===== config.mk =====
export PLATFORM = sky130hd
export DESIGN_NAME = alu_arbiter
export DESIGN_NICKNAME = d
export VERILOG_FILES = /design/src/rtl/alu_arbiter.sv
export SDC_FILE = /design/constraint.sdc
export NUM_CORES = 1
export LEC_CHECK = 0
export ABC_AREA = 1
export CORE_MARGIN = 5
export CORE_UTILIZATION = 40
export DETAILED_ROUTE_END_ITERATION = 10
export GPL_TIMING_DRIVEN = 0
export HOLD_SLACK_MARGIN = 0.03
export PLACE_DENSITY = 0.65
export SLEW_MARGIN = 0
export SYNTH_ARGS = -nofsm -noshare
export SYNTH_HDL_FRONTEND = slang
export SYNTH_SLANG_ARGS = --single-unit

===== constraint.sdc =====
create_clock -name clk -period 6.1 [get_ports clk]
set_clock_uncertainty 0.15 [all_clocks]
set_input_delay 1.22 -clock clk [delete_from_list [all_inputs] [get_ports clk]]
set_output_delay 1.22 -clock clk [all_outputs]
set_load 0.03 [all_outputs]

===== src/rtl/alu_arbiter.sv =====
// -----------------------------------------------------------------------------
// alu_arbiter
//
// Two requesters share one combinational ALU. Each cycle at most one
// requester is granted; its operation is evaluated by the shared ALU and the
// result is captured in that requester's own result register on the clock
// edge where the request handshake completes. Each result register is a
// single-entry skid-free buffer: a port may be granted again only when its
// register is empty or is being drained on the same edge, which gives one
// operation per cycle per port when the consumer keeps up.
//
// Build option:
//   ALU_ARB_RR_EN  defined   -> conflicts resolved round-robin using a 1-bit
//                               last-grant pointer (port 0 wins first after
//                               reset).
//                  undefined -> fixed priority, port 0 always wins conflicts.
//
// Ports:
//   clk                  clock, all state updates on the rising edge
//   rst_n                asynchronous active-low reset
//   req0_valid/req1_valid requester i presents an operation
//   req0_ready/req1_ready operation accepted when valid & ready on an edge
//   req0_a/b, req1_a/b   32-bit operands
//   req0_oper/req1_oper  4-bit EXE_ALU_* operation code
//   req0_sign/req1_sign  signed select for SLT and SR
//   rsp0_valid/rsp1_valid result register i holds an undelivered result
//   rsp0_ready/rsp1_ready consumer i takes the result when valid & ready
//   rsp0_result/rsp1_result result register contents
//
// EXE_ALU_* encoding:
//   0 ADD   1 ADDU  2 SUB   3 SUBU  4 AND   5 OR    6 XOR   7 NOR
//   8 SLT   9 SL   10 SR   11..15 undefined (result 0)
//   Shifts take the shift amount from operand a and shift operand b.
// -----------------------------------------------------------------------------

`default_nettype none

// -----------------------------------------------------------------------------
// alu
//
// Purely combinational ALU.
// Ports:
//   a, b    operands
//   oper    EXE_ALU_* operation code
//   sign    signed select for SLT (compare) and SR (arithmetic shift)
//   result  operation result, 0 for undefined codes
// -----------------------------------------------------------------------------
module alu #(
   parameter int DATA_W = 32
) (
   input  logic [DATA_W-1:0] a,
   input  logic [DATA_W-1:0] b,
   input  logic [3:0]        oper,
   input  logic              sign,
   output logic [DATA_W-1:0] result
);

   localparam int SH_W = $clog2(DATA_W);

   localparam logic [3:0] EXE_ALU_ADD  = 4'd0;
   localparam logic [3:0] EXE_ALU_ADDU = 4'd1;
   localparam logic [3:0] EXE_ALU_SUB  = 4'd2;
   localparam logic [3:0] EXE_ALU_SUBU = 4'd3;
   localparam logic [3:0] EXE_ALU_AND  = 4'd4;
   localparam logic [3:0] EXE_ALU_OR   = 4'd5;
   localparam logic [3:0] EXE_ALU_XOR  = 4'd6;
   localparam logic [3:0] EXE_ALU_NOR  = 4'd7;
   localparam logic [3:0] EXE_ALU_SLT  = 4'd8;
   localparam logic [3:0] EXE_ALU_SL   = 4'd9;
   localparam logic [3:0] EXE_ALU_SR   = 4'd10;

   logic signed [DATA_W-1:0] a_s;
   logic signed [DATA_W-1:0] b_s;
   logic signed [DATA_W-1:0] sra;
   logic        [DATA_W-1:0] srl;
   logic        [SH_W-1:0]   shamt;
   logic                     lt;

   assign a_s   = a;
   assign b_s   = b;
   assign shamt = a[SH_W-1:0];

   // The arithmetic shift is kept in its own signed net: inside a mixed
   // signed/unsigned conditional it would silently degrade to a logical shift.
   assign sra = b_s >>> shamt;
   assign srl = b >> shamt;
   assign lt  = sign ? (a_s < b_s) : (a < b);

   always_comb begin
      result = '0;
      case (oper)
         EXE_ALU_ADD,
         EXE_ALU_ADDU: result = a + b;
         EXE_ALU_SUB,
         EXE_ALU_SUBU: result = a - b;
         EXE_ALU_AND:  result = a & b;
         EXE_ALU_OR:   result = a | b;
         EXE_ALU_XOR:  result = a ^ b;
         EXE_ALU_NOR:  result = ~(a | b);
         EXE_ALU_SLT:  result = {{(DATA_W-1){1'b0}}, lt};
         EXE_ALU_SL:   result = b << shamt;
         EXE_ALU_SR:   result = sign ? sra : srl;
         default:      result = '0;
      endcase
   end

endmodule

// -----------------------------------------------------------------------------
// alu_arbiter (top)
// -----------------------------------------------------------------------------
module alu_arbiter #(
   parameter int DATA_W = 32
) (
   input  logic              clk,
   input  logic              rst_n,

   input  logic              req0_valid,
   output logic              req0_ready,
   input  logic [DATA_W-1:0] req0_a,
   input  logic [DATA_W-1:0] req0_b,
   input  logic [3:0]        req0_oper,
   input  logic              req0_sign,

   input  logic              req1_valid,
   output logic              req1_ready,
   input  logic [DATA_W-1:0] req1_a,
   input  logic [DATA_W-1:0] req1_b,
   input  logic [3:0]        req1_oper,
   input  logic              req1_sign,

   output logic              rsp0_valid,
   input  logic              rsp0_ready,
   output logic [DATA_W-1:0] rsp0_result,

   output logic              rsp1_valid,
   input  logic              rsp1_ready,
   output logic [DATA_W-1:0] rsp1_result
);

   logic              elig0;
   logic              elig1;
   logic              grant0;
   logic              grant1;

   logic [DATA_W-1:0] alu_a;
   logic [DATA_W-1:0] alu_b;
   logic [3:0]        alu_oper;
   logic              alu_sign;
   logic [DATA_W-1:0] alu_y;

   logic              vld0_p1;
   logic              vld1_p1;
   logic [DATA_W-1:0] result0_p1;
   logic [DATA_W-1:0] result1_p1;

   // A port can take a new operation only if its result slot is free or is
   // being emptied on this very edge. rst_n gates eligibility so that nothing
   // is offered or accepted while reset is held.
   assign elig0 = rst_n & req0_valid & (~vld0_p1 | rsp0_ready);
   assign elig1 = rst_n & req1_valid & (~vld1_p1 | rsp1_ready);

`ifdef ALU_ARB_RR_EN
   // Round-robin: on conflict the port that did not win last time is served.
   // last_grant resets to 1 so port 0 wins the first conflict after reset.
   logic last_grant;

   always_comb begin
      grant0 = elig0 & (~elig1 | last_grant);
      grant1 = elig1 & (~elig0 | ~last_grant);
   end

   always_ff @(posedge clk or negedge rst_n) begin
      if (!rst_n) begin
         last_grant <= 1'b1;
      end else if (grant0) begin
         last_grant <= 1'b0;
      end else if (grant1) begin
         last_grant <= 1'b1;
      end
   end
`else
   // Fixed priority: port 0 always wins; no grant history is needed.
   always_comb begin
      grant0 = elig0;
      grant1 = elig1 & ~elig0;
   end
`endif

   assign req0_ready = grant0;
   assign req1_ready = grant1;

   // Operand steering: port 0 drives the ALU unless port 1 holds the grant.
   // When nobody is granted the ALU output is simply not captured.
   always_comb begin
      if (grant1) begin
         alu_a    = req1_a;
         alu_b    = req1_b;
         alu_oper = req1_oper;
         alu_sign = req1_sign;
      end else begin
         alu_a    = req0_a;
         alu_b    = req0_b;
         alu_oper = req0_oper;
         alu_sign = req0_sign;
      end
   end

   alu #(
      .DATA_W (DATA_W)
   ) u_alu (
      .a      (alu_a),
      .b      (alu_b),
      .oper   (alu_oper),
      .sign   (alu_sign),
      .result (alu_y)
   );

   // ---- stage p0 -> p1: capture the granted result per port ----
   // A new acceptance wins over a drain, so back-to-back operations keep
   // valid high. A drain alone only drops valid; the data stays put.
   always_ff @(posedge clk or negedge rst_n) begin
      if (!rst_n) begin
         vld0_p1    <= 1'b0;
         result0_p1 <= '0;
      end else if (grant0) begin
         vld0_p1    <= 1'b1;
         result0_p1 <= alu_y;
      end else if (rsp0_ready) begin
         vld0_p1    <= 1'b0;
      end
   end

   always_ff @(posedge clk or negedge rst_n) begin
      if (!rst_n) begin
         vld1_p1    <= 1'b0;
         result1_p1 <= '0;
      end else if (grant1) begin
         vld1_p1    <= 1'b1;
         result1_p1 <= alu_y;
      end else if (rsp1_ready) begin
         vld1_p1    <= 1'b0;
      end
   end

   assign rsp0_valid  = vld0_p1;
   assign rsp0_result = result0_p1;
   assign rsp1_valid  = vld1_p1;
   assign rsp1_result = result1_p1;

endmodule

`default_nettype wire


# == After elaboration in Yosys (flattened, before gate mapping) ==
# Cells that the tools add are included.
# totals
reg_bits,66
latch_bits,0
ram_bits,0
rom_bits,0
inputBits,144
n_memories,0
# classes
n_addsub,2
n_mul,0
n_div,0
n_lt_le_gt_ge,2
n_eq_ne,10
n_shift,3
n_mux,11
bitwise_logic,14
n_reduce_logical,5
# ops
cell,n
32-bit one-hot mux with 9 select lines,1
32-bit 2-to-1 mux,3
32-bit less-than comparator,2
32-bit adder,1
32-bit AND,1
32-bit inverter,1
32-bit OR,1
32-bit by 5-bit << shifter with 32-bit output,1
32-bit by 5-bit right shift with 32-bit output,1
32-bit by 5-bit >>> shifter with 32-bit output,1
32-bit subtractor,1
32-bit bitwise XOR,1
4-bit by 3-bit equality test with 1-bit output (second input constant),4
4-bit equality test (second input constant),3
4-bit by 2-bit equality test with 1-bit output (second input constant),2
1-bit 2-to-1 mux,6
1-bit AND,5
4-bit by 1-bit equality test with 1-bit output (second input constant),1
4-bit zero test,1
4-bit 2-to-1 mux,1
2-bit nonzero test,2
2-bit OR reduction,2
1-bit inverter,3
1-bit OR,2

# == Logic depth before layout (Yosys ltp) ==
# Gate-level depths: netlist (run 1).
# logic_depth
depth_word,9
mapped_depth,28

# == Hierarchy ==
# A second synthesis (run 1) with hierarchy kept.
# unflattened
hier_cells,2631
hier_area_um2,13884.6
# modules_own_cells
mod,instances,cells_per_inst,area_each_um2,seq_area_each_um2
alu,1,2113,10328.7,0.0
alu_arbiter,1,518,3555.9,1651.6

# == Worst setup path before layout (run 1) ==
# OpenSTA, ideal clock, no wires.
# synth_timing
path_type,input to register
startpoint,input port rsp0_ready
endpoint,"register result1_p1[0], in the netlist rsp1_result[0]"
setup_ns,0.117
t_arrival_ns,4.311
path_slack_ns,1.522
cell_stages,25
n_path_buf,4
cell_sequence,inv_1 nand2_1 nand2_4 nand2_4 buf_4 buf_6 clkbuf_1 clkbuf_1 nand2_1 o21ai_0 ha_1 nor2_1 inv_1 nor2_1 inv_1 nor3_1 a21oi_1 o21ai_0 nand4_1 nand2_1 nand2_1 nand3_1 nand3_1 nand2_1 nand2_1
# synth_between
elab_chain_cells,8
elab_cells_between_ends,35
cone_classes,add/sub: 2; order compare: 2; eq/ne: 10; shift: 3; mux: 7; bitwise: 8; reduce/logical: 3
# synth_rtl
element,line_no,rtl
"start, declared",133,"input logic rsp0_ready,"
1-bit OR (*),160,assign elig0 = rst_n & req0_valid & (~vld0_p1 | rsp0_ready);
1-bit AND (*),160,
1-bit inverter (*),186,grant1 = elig1 & ~elig0;
1-bit AND (*),186,
32-bit 2-to-1 mux / 4-bit 2-to-1 mux (equally long branches),196,if (grant1) begin
"32-bit less-than comparator, or another cell as far along",87,assign lt = sign ? (a_s < b_s) : (a < b);
"1-bit 2-to-1 mux, or another cell as far along",87,
32-bit one-hot mux with 9 select lines,91,case (oper)
"end signal, assigned",240,result1_p1 <= alu_y;
"end, declared",155,logic [DATA_W-1:0] result1_p1;
# Mark *: on every way between the ends. The rest lies on a longest branch, timed or not.
# A chain may end at the register's enable or synchronous reset.

# == Worst setup path in the final report (run 1) ==
# layout_timing
startpoint,input port rst_n
endpoint,"register result1_p1[0], in the netlist rsp1_result[0]"
# layout_between
elab_chain_cells,8
elab_cells_between_ends,37
cone_classes,add/sub: 2; order compare: 2; eq/ne: 10; shift: 3; mux: 7; bitwise: 10; reduce/logical: 3
# layout_rtl
element,line_no,rtl
"start, declared",116,"input logic rst_n,"
1-bit AND (2 in a row),160,
1-bit inverter,186,
1-bit AND (*),186,
32-bit 2-to-1 mux / 4-bit 2-to-1 mux (equally long branches),196,
"32-bit less-than comparator, or another cell as far along",87,
"1-bit 2-to-1 mux, or another cell as far along",87,
32-bit one-hot mux with 9 select lines,91,
# Marked as above.

==> flow_summary.yaml, run 1 <==
run_status:
  status: "complete, no violations"
sta:
  tightestPinTransition_ns: 1.04
  slew_headroom_pct: 30.1
  finalSetupViolCount: 0
  final_max_slew_viol_count: 0
  final-hold-violation-count: 0
  postLayoutSetupSlackWorst_ns: 0.110
  max_freq_mhz: 167
  fin_crit_sh_pct: 98.2
  fin_crit_ns: 5.99
clock_tree:
  h-tree-depth: 3
  clk_path_buf_depth: 2
  clk_pin_slew_ns: 0.06
  postCtsHoldBufs: 0
  clk_latency_ns: 0.33
  cts_tree: "done"
  clockRootBuffer: "clkbuf_16"
  numCtsBuffers: 9
  cts.sinks: 66
critical_path:
  r2r.worst_path.cells: 18
  critPathTopFamily: "compound AO/OA/AOI/OAI gates"
  cp.arrival_ns: 6.06
  crit_cells: 21
  crit_required_ns: 6.17
  r2r_end: "rsp1_result[0]"
  criticalPathCategory: "in2reg"
  cp_common_cell: "nand2_1"
  crit_start: "rst_n"
  cp_slowest_cell: "ha_1"
  cp-end-kind: "flip-flop"
  path_max_fanout: 35
  path_buf_inv: 7
  r2r-start: "rsp1_valid"
  worstPathCellList: "buf_8, buf_16, nand2_1, a21oi_4, nand2_4, buf_4, buf_6, clkbuf_4, clkbuf_8, nand2_1, o21ai_0, ha_1, inv_1, a21oi_1, o21ai_0, a211oi_1, nand3_1, nand3_1, nand3_1, nand2_1, nand2_1"
  endpoint: "rsp1_result[0]"
  reg2reg_slack_ns: 1.16
  worstSetupStartpointType: "primary input"
  cpPeakStageDelay_ns: 0.62
final_layout:
  fin_util_pct: 50.2
  synthToLayoutAreaGrowth_pct: 24.1
  multiInputGateArea_sq_mm: 0.0100
  nFillCells: 3530
  seq_area_sq_mm: 0.00165
  drive_above_1_share_pct: 6.17
  antenna_cells: 0
  postLayoutCellArea_sq_mm: 0.0163
  nNetsFinal: 2930
die:
  initial_utilization_pct: 40.5
  dieArea_sq_mm: 0.0366
  coreArea_sq_mm: 0.0325
  fp.dieH_um: 191
  rows: 66
  pin_count: 212
  die_w_um: 191
placed_design:
  io_buffers: 211
  placedInstanceArea_sq_mm: 0.0158
  place_congestion: 1.13
  hpwl_um: 65200
  pre_cts_ws_ns: -1.95
yosys:
  synth_cell_type_count: 50
  synth_most_common_cell: "nand2_1"
  synth_edf_count: 0
  synth_ff_type: "dfrtp_1"
  syn_area_sq_mm: 0.0132
  synthArstFlopShare_pct: 100
  yosys-top-cells-area: "nand2_1 25%, nand3_1 14%, dfrtp_1 13%"
  synth_nets: 2708
  ys_ff_latch: 66
  yosysWarningCount: 0
  synth_top_area_share_pct: 25.1
  avgSynthCellArea_sq_um: 5.34
  synthTopCellsByCount: "879 x nand2_1, 367 x nand3_1, 263 x inv_1, 176 x nor2_1, 139 x o21ai_0"
  seq_area_frac_synth_pct: 12.5
  synth_cells: 2465
  yosys.area.top_type: "nand2_1"
route:
  ant_nets: 0
  wirelength_um: 78700
  vias: 18900
  drc: 0
  wl_per_cell_um: 25.1
  drt-initial-drc-count: 2827
  drtPass1Iterations: 8
  viasPerCell: 6.04
power_and_ir_drop:
  p_leak_nw: 8.47
  power.density_mw_per_mm2: 234
  peakVddDrop_mv: 0.155
  p_total_w: 0.00383
global_routing:
  grt_overflow: 0
  grt.total_usage_pct: 41.5
  grt_pass1_vias: 17600
  grt_start_max_net_pins: 36
  grt_pass1_wl_um: 113000
  grt_antenna_before_repair: 1
job:
  maxCapViolCount: 0
worst_hold_path:
  worst_hold_startpoint: "rsp0_result[18]"
  holdCritPathClass: "reg2reg"
  min_path_cells: 2
-- layout by cell type, fill, tap and decap left out, types with 4 or more instances in the layout --
master and n:
clkbuf_2 5, nand2_2 10, clkdlybuf4s50_1 210, nor2_2 5
o21bai_1 4, clkbuf_16 9, o211ai_1 13, clkbuf_1 32
o21a_1 5, dfrtp_1 66, nor4_1 4, nor2_1 173
nand4_1 27, nand3_1 365, a21oi_2 4, buf_1 6
buf_2 54, inv_2 13, a21oi_1 127, o21ai_1 35
a31oi_1 5, inv_1 263, o21ai_4 5, ha_1 93
xor2_1 6, nand3b_1 24, a211oi_1 8, nor3_1 20
o21ai_0 125, nand2_1 874, ha_2 4, or2_2 4
buf_6 5, o22ai_1 10, a21o_1 4, o2111ai_1 5
buf_4 14, o21ai_2 5
-- what timing repair did --
action | in CTS | in global routing
buffers inserted | 3 | 3
setup endpoints to repair | 56 | 48
resized for setup | 28 | 40
pin swaps | 2 | 4
-- flip-flops by register name, indices dropped and copies added (netlist names) --
| signal | count |
|---|---|
| rsp1_result | 32 |
| rsp0_result | 32 |
| rsp0_valid | 1 |
| rsp1_valid | 1 |
-- area by class of cell --
cell class / instances / share of cell area, %
buffer: 112 / 3.52
clock buffer: 9 / 1.38
clock inverter: 7 / 0.475
inverter: 278 / 6.39
multi-input combinational: 2002 / 61.3
sequential: 66 / 10.1
tap: 442 / 3.39
timing repair buffer: 218 / 13.4
-- where the power goes --
group	internal (W)	leakage, nW	total, W	switching [W]
Combinational	0.000808	7.47	0.00266	0.00186
Sequential	0.000557	0.851	0.000631	0.0000733
Clock	0.000320	0.146	0.000531	0.000211
Total	0.00169	8.47	0.00383	0.00214
-- worst min-delay path by stage --
stage	to	slack, ns
after global routing	rsp0_result[25]	0.36
after CTS	rsp0_result[27]	0.33
after global placement	rsp0_result[28]	0.31
after floorplan	rsp0_result[0]	0.51
final	rsp0_result[18]	0.33
after detailed placement	rsp1_result[8]	0.31
-- stage by stage --
stage                     hold WS [ns]  TNS [ns]  instances
after floorplan                  0.512         0       2465
after global placement           0.311   -194.09       3118
after detailed placement         0.314    -78.30       3119
after CTS                        0.331         0       3136
after global routing             0.356   -0.0538       3134
final                            0.328         0       3134
-- metal layers --
metal	share of wire, %	vias to the layer above	global-route usage (%)
li1	-	8457	-
met1	39	8732	54.3
met2	42	1468	62.6
met3	12	260	10.4
met4	7.1	0	22.7
met5	0	-	0
-- kinds of logic (layout without fill, tap and decap cells) --
| group | Yosys count | count (layout) | share of synthesized area [%] |
|---|---|---|---|
| compound gates | 372 | 372 | 16.0 |
| xor+xnor | 6 | 6 | 0.399 |
| fa+ha+maj | 99 | 99 | 9.53 |
| buf+inv | 397 | 624 | 12.3 |
| flops | 66 | 66 | 12.5 |
| simple gates | 1525 | 1525 | 49.2 |
-- tightest hold or removal path: cells and delay by family (launching register included) --
family           cells  cell delay [ns]
and+or+nand+nor      2             0.11
DFF                  1             0.34
No activity file was read; power rests on OpenSTA's default activity.
==> run 2, diff against run 1 <==
--- a/config.mk
+++ b/config.mk
@@ -5,13 +5,12 @@
 export SDC_FILE = /design/constraint.sdc
 export NUM_CORES = 1
 export LEC_CHECK = 0
-export ABC_AREA = 1
 export CORE_MARGIN = 5
 export CORE_UTILIZATION = 40
 export DETAILED_ROUTE_END_ITERATION = 10
 export GPL_TIMING_DRIVEN = 0
 export HOLD_SLACK_MARGIN = 0.03
-export PLACE_DENSITY = 0.65
+export PLACE_DENSITY = 0.64
 export SLEW_MARGIN = 0
 export SYNTH_ARGS = -nofsm -noshare
 export SYNTH_HDL_FRONTEND = slang
==> run 2 against run 1 <==
The flow now finishes with violations (capacitance limit, slew limit, setup timing). Flip-flop and latch count stayed put. Sequential share of layout area shrank 1.4 points. Sequential power is 2% lower. Combinational power increased by 9.0%. Final area is 16% higher. Register-to-register slack worse by 0.15 ns.
==> flow_summary.yaml, run 2 <==
sta:
  final_max_slew_viol_count: 5
  fin_crit_ns: 6.19
  postLayoutSetupSlackWorst_ns: -0.0935
  final-hold-violation-count: 0
  slew_headroom_pct: -4.10
  hold_slack_ns: 0.333
  tightestPinTransition_ns: 1.55
  finalSetupViolCount: 2
  fin_crit_sh_pct: 102
  max_freq_mhz: 161
power_and_ir_drop:
  peakVddDrop_mv: 0.146
  p_leak_nw: 8.09
  power.density_mw_per_mm2: 216
yosys:
  synth-compound-area-share_pct: 29.9
  synth_cells: 2120
  synthArstFlopShare_pct: 100
  synth_top_family_by_area: "compound AO/OA/AOI/OAI gates"
  yosys.area_share.simple_pct: 23.4
  seq_area_frac_synth_pct: 11.3
  synthTopCellsByCount: "362 x nand2_1, 198 x a21oi_1, 180 x nor2_1, 165 x mux2i_1, 101 x o21ai_0"
  synthMuxAreaShare_pct: 18.3
  synth_top_area_share_pct: 11.3
  avgSynthCellArea_sq_um: 6.92
  synthAdderAreaFrac_pct: 8.55
  syn_area_sq_mm: 0.0147
  synth_nets: 2363
  synth_most_common_cell: "nand2_1"
  yosys-top-cells-area: "dfrtp_1 11%, mux2i_1 11%, nand2_1 9.3%"
  synth_ff_type: "dfrtp_1"
  synth_edf_count: 0
  ys_ff_latch: 66
  synth_cell_type_count: 93
  synth_xor_xnor_area_share_pct: 0.956
  yosys.area.top_type: "dfrtp_1"
  yosysWarningCount: 0
route:
  drtPass1Iterations: 6
  wirelength_um: 91100
  wl_per_cell_um: 32.2
  ant_nets: 0
  viasPerCell: 6.83
  drc: 0
  vias: 19300
  drt-initial-drc-count: 2898
clock_tree:
  clockRootBuffer: "clkbuf_16"
  postCtsHoldBufs: 0
  clk_path_buf_depth: 2
  h-tree-depth: 3
  cts_tree: "done"
  cts.sinks: 66
  numCtsBuffers: 9
  clk_pin_slew_ns: 0.06
  clk_latency_ns: 0.33
placed_design:
  place_congestion: 1.10
  io_buffers: 203
  hpwl_um: 74300
  dp_cells: 2792
run_status:
  violations: "capacitance limit, slew limit, setup timing"
  status: "complete, but fails checks"
die:
  die_w_um: 201
  coreArea_sq_mm: 0.0364
  pin_count: 212
  fp.dieH_um: 201
  dieArea_sq_mm: 0.0406
  initial_utilization_pct: 40.2
  rows: 70
global_routing:
  grt_pass1_vias: 18000
  grt_overflow: 0
  grt_antenna_before_repair: 5
  grt_pass1_wl_um: 129000
  grt_start_max_net_pins: 70
  grt.total_usage_pct: 42.4
final_layout:
  final_cell_mix: "342 x nand2_1, 201 x clkdlybuf4s50_1, 185 x a21oi_1, 180 x nor2_1, 162 x mux2i_1"
  layout_commonest_cell: "nand2_1"
  nFillCells: 3759
  synthToLayoutAreaGrowth_pct: 29.1
  finalNonFillerCells: 2830
  fin_util_pct: 51.9
  drive_above_1_share_pct: 15.1
  nNetsFinal: 2599
critical_path:
  cp_common_cell: "mux2i_1"
  crit_required_ns: 6.17
  criticalPathCategory: "in2reg"
  cp.arrival_ns: 6.26
  cp_slowest_cell: "mux2i_1"
  path_max_fanout: 10
  cpPeakStageDelay_ns: 1.05
  worstPathCellList: "clkdlybuf4s50_1, buf_2, buf_1, buf_2, mux2i_1, o21ai_0, mux2i_1, mux2i_1, nor3_1, nor2_1, o21ai_0, o211ai_1, mux2_2"
  path_buf_inv: 4
  cp-end-kind: "flip-flop"
  critPathTopFamily: "buffers and inverters"
  worstSetupStartpointType: "primary input"
job:
  maxCapViolCount: 2
worst_hold_path:
  holdCritPathClass: "reg2reg"
==> run 2: final timing paths <==
path	slack [ns]	depth (start not counted)	endpoint	start
setup / recovery	-0.09	13	rsp1_result[17]	req1_a[1]
hold / removal	0.33	2	rsp1_result[12]	rsp1_result[12]
setup reg to reg	1.01	22	rsp0_result[18]	rsp1_valid
hold reg to reg	0.33	2	rsp1_result[12]	rsp1_result[12]
max in group asynchronous	4.87	1	rsp1_result[19]	rst_n
min in group asynchronous	0.63	1	rsp0_result[3]	rst_n
==> run 2: cell type report <==
class / count / area, sq um / share of cell area (%)
buffer: 140 / 876 / 4.63
clock buffer: 9 / 225 / 1.19
tap: 468 / 586 / 3.09
sequential: 66 / 1650 / 8.73
clock inverter: 7 / 101 / 0.536
inverter: 100 / 385 / 2.04
timing repair buffer: 247 / 2440 / 12.9
antenna: 1 / 2.50 / 0.0132
multi-input combinational: 1792 / 12700 / 66.9
==> run 2: tightest hold or removal path, stage by stage (launching register included) <==
cell and delay [ns]:
dfrtp_1 0.34, nand2_1 0.05, o21ai_0 0.06
==> run 2: per-stage QoR <==
step	worst slack [ns]	cell area, sq um	power [W]	setup TNS [ns]
2_1_floorplan	0.00467	14700	0.00210	0
3_3_place_gp	-6.15	17300	0.00315	-333.87
3_5_place_dp	-4.07	17300	0.00316	-198.78
4_1_cts	0.00162	18500	0.00389	0
5_1_grt	-0.00942	18900	0.00421	-0.0121
6_report	-0.0935	18900	0.00408	-0.182
==> run 2: report_power, final <==
part / internal, W / total, W / leakage (nW) / switching, W
sequential: 0.000555 / 0.000621 / 0.806 / 0.0000663
combinational: 0.00104 / 0.00290 / 7.13 / 0.00186
clock: 0.000362 / 0.000561 / 0.158 / 0.000199
total: 0.00196 / 0.00408 / 8.09 / 0.00212
==> run 2: cells by family after synthesis <==
group | after synthesis
buf+inv | 262
simple gates | 777
mux | 241
xor+xnor | 16
compound gates | 659
flops | 66
fa+ha+maj | 99
==> run 2: repair_timing <==
| action | 4_1_cts | 5_1_grt |
|---|---|---|
| cloned | 1 | 0 |
| gates resized for setup | 171 | 81 |
| setup buffers | 27 | 14 |
| endpoints found under the setup margin | 65 | 42 |
| pin swaps | 28 | 18 |
==> run 2: per-layer routing <==
metal | GRT usage [%] | up-vias | wire length, um
met5 | 0 | - | 45
met4 | 22.3 | 6 | 6320
met3 | 10.7 | 287 | 12000
met2 | 61.9 | 1553 | 37200
met1 | 57.5 | 9264 | 35600
li1 | - | 8220 | -
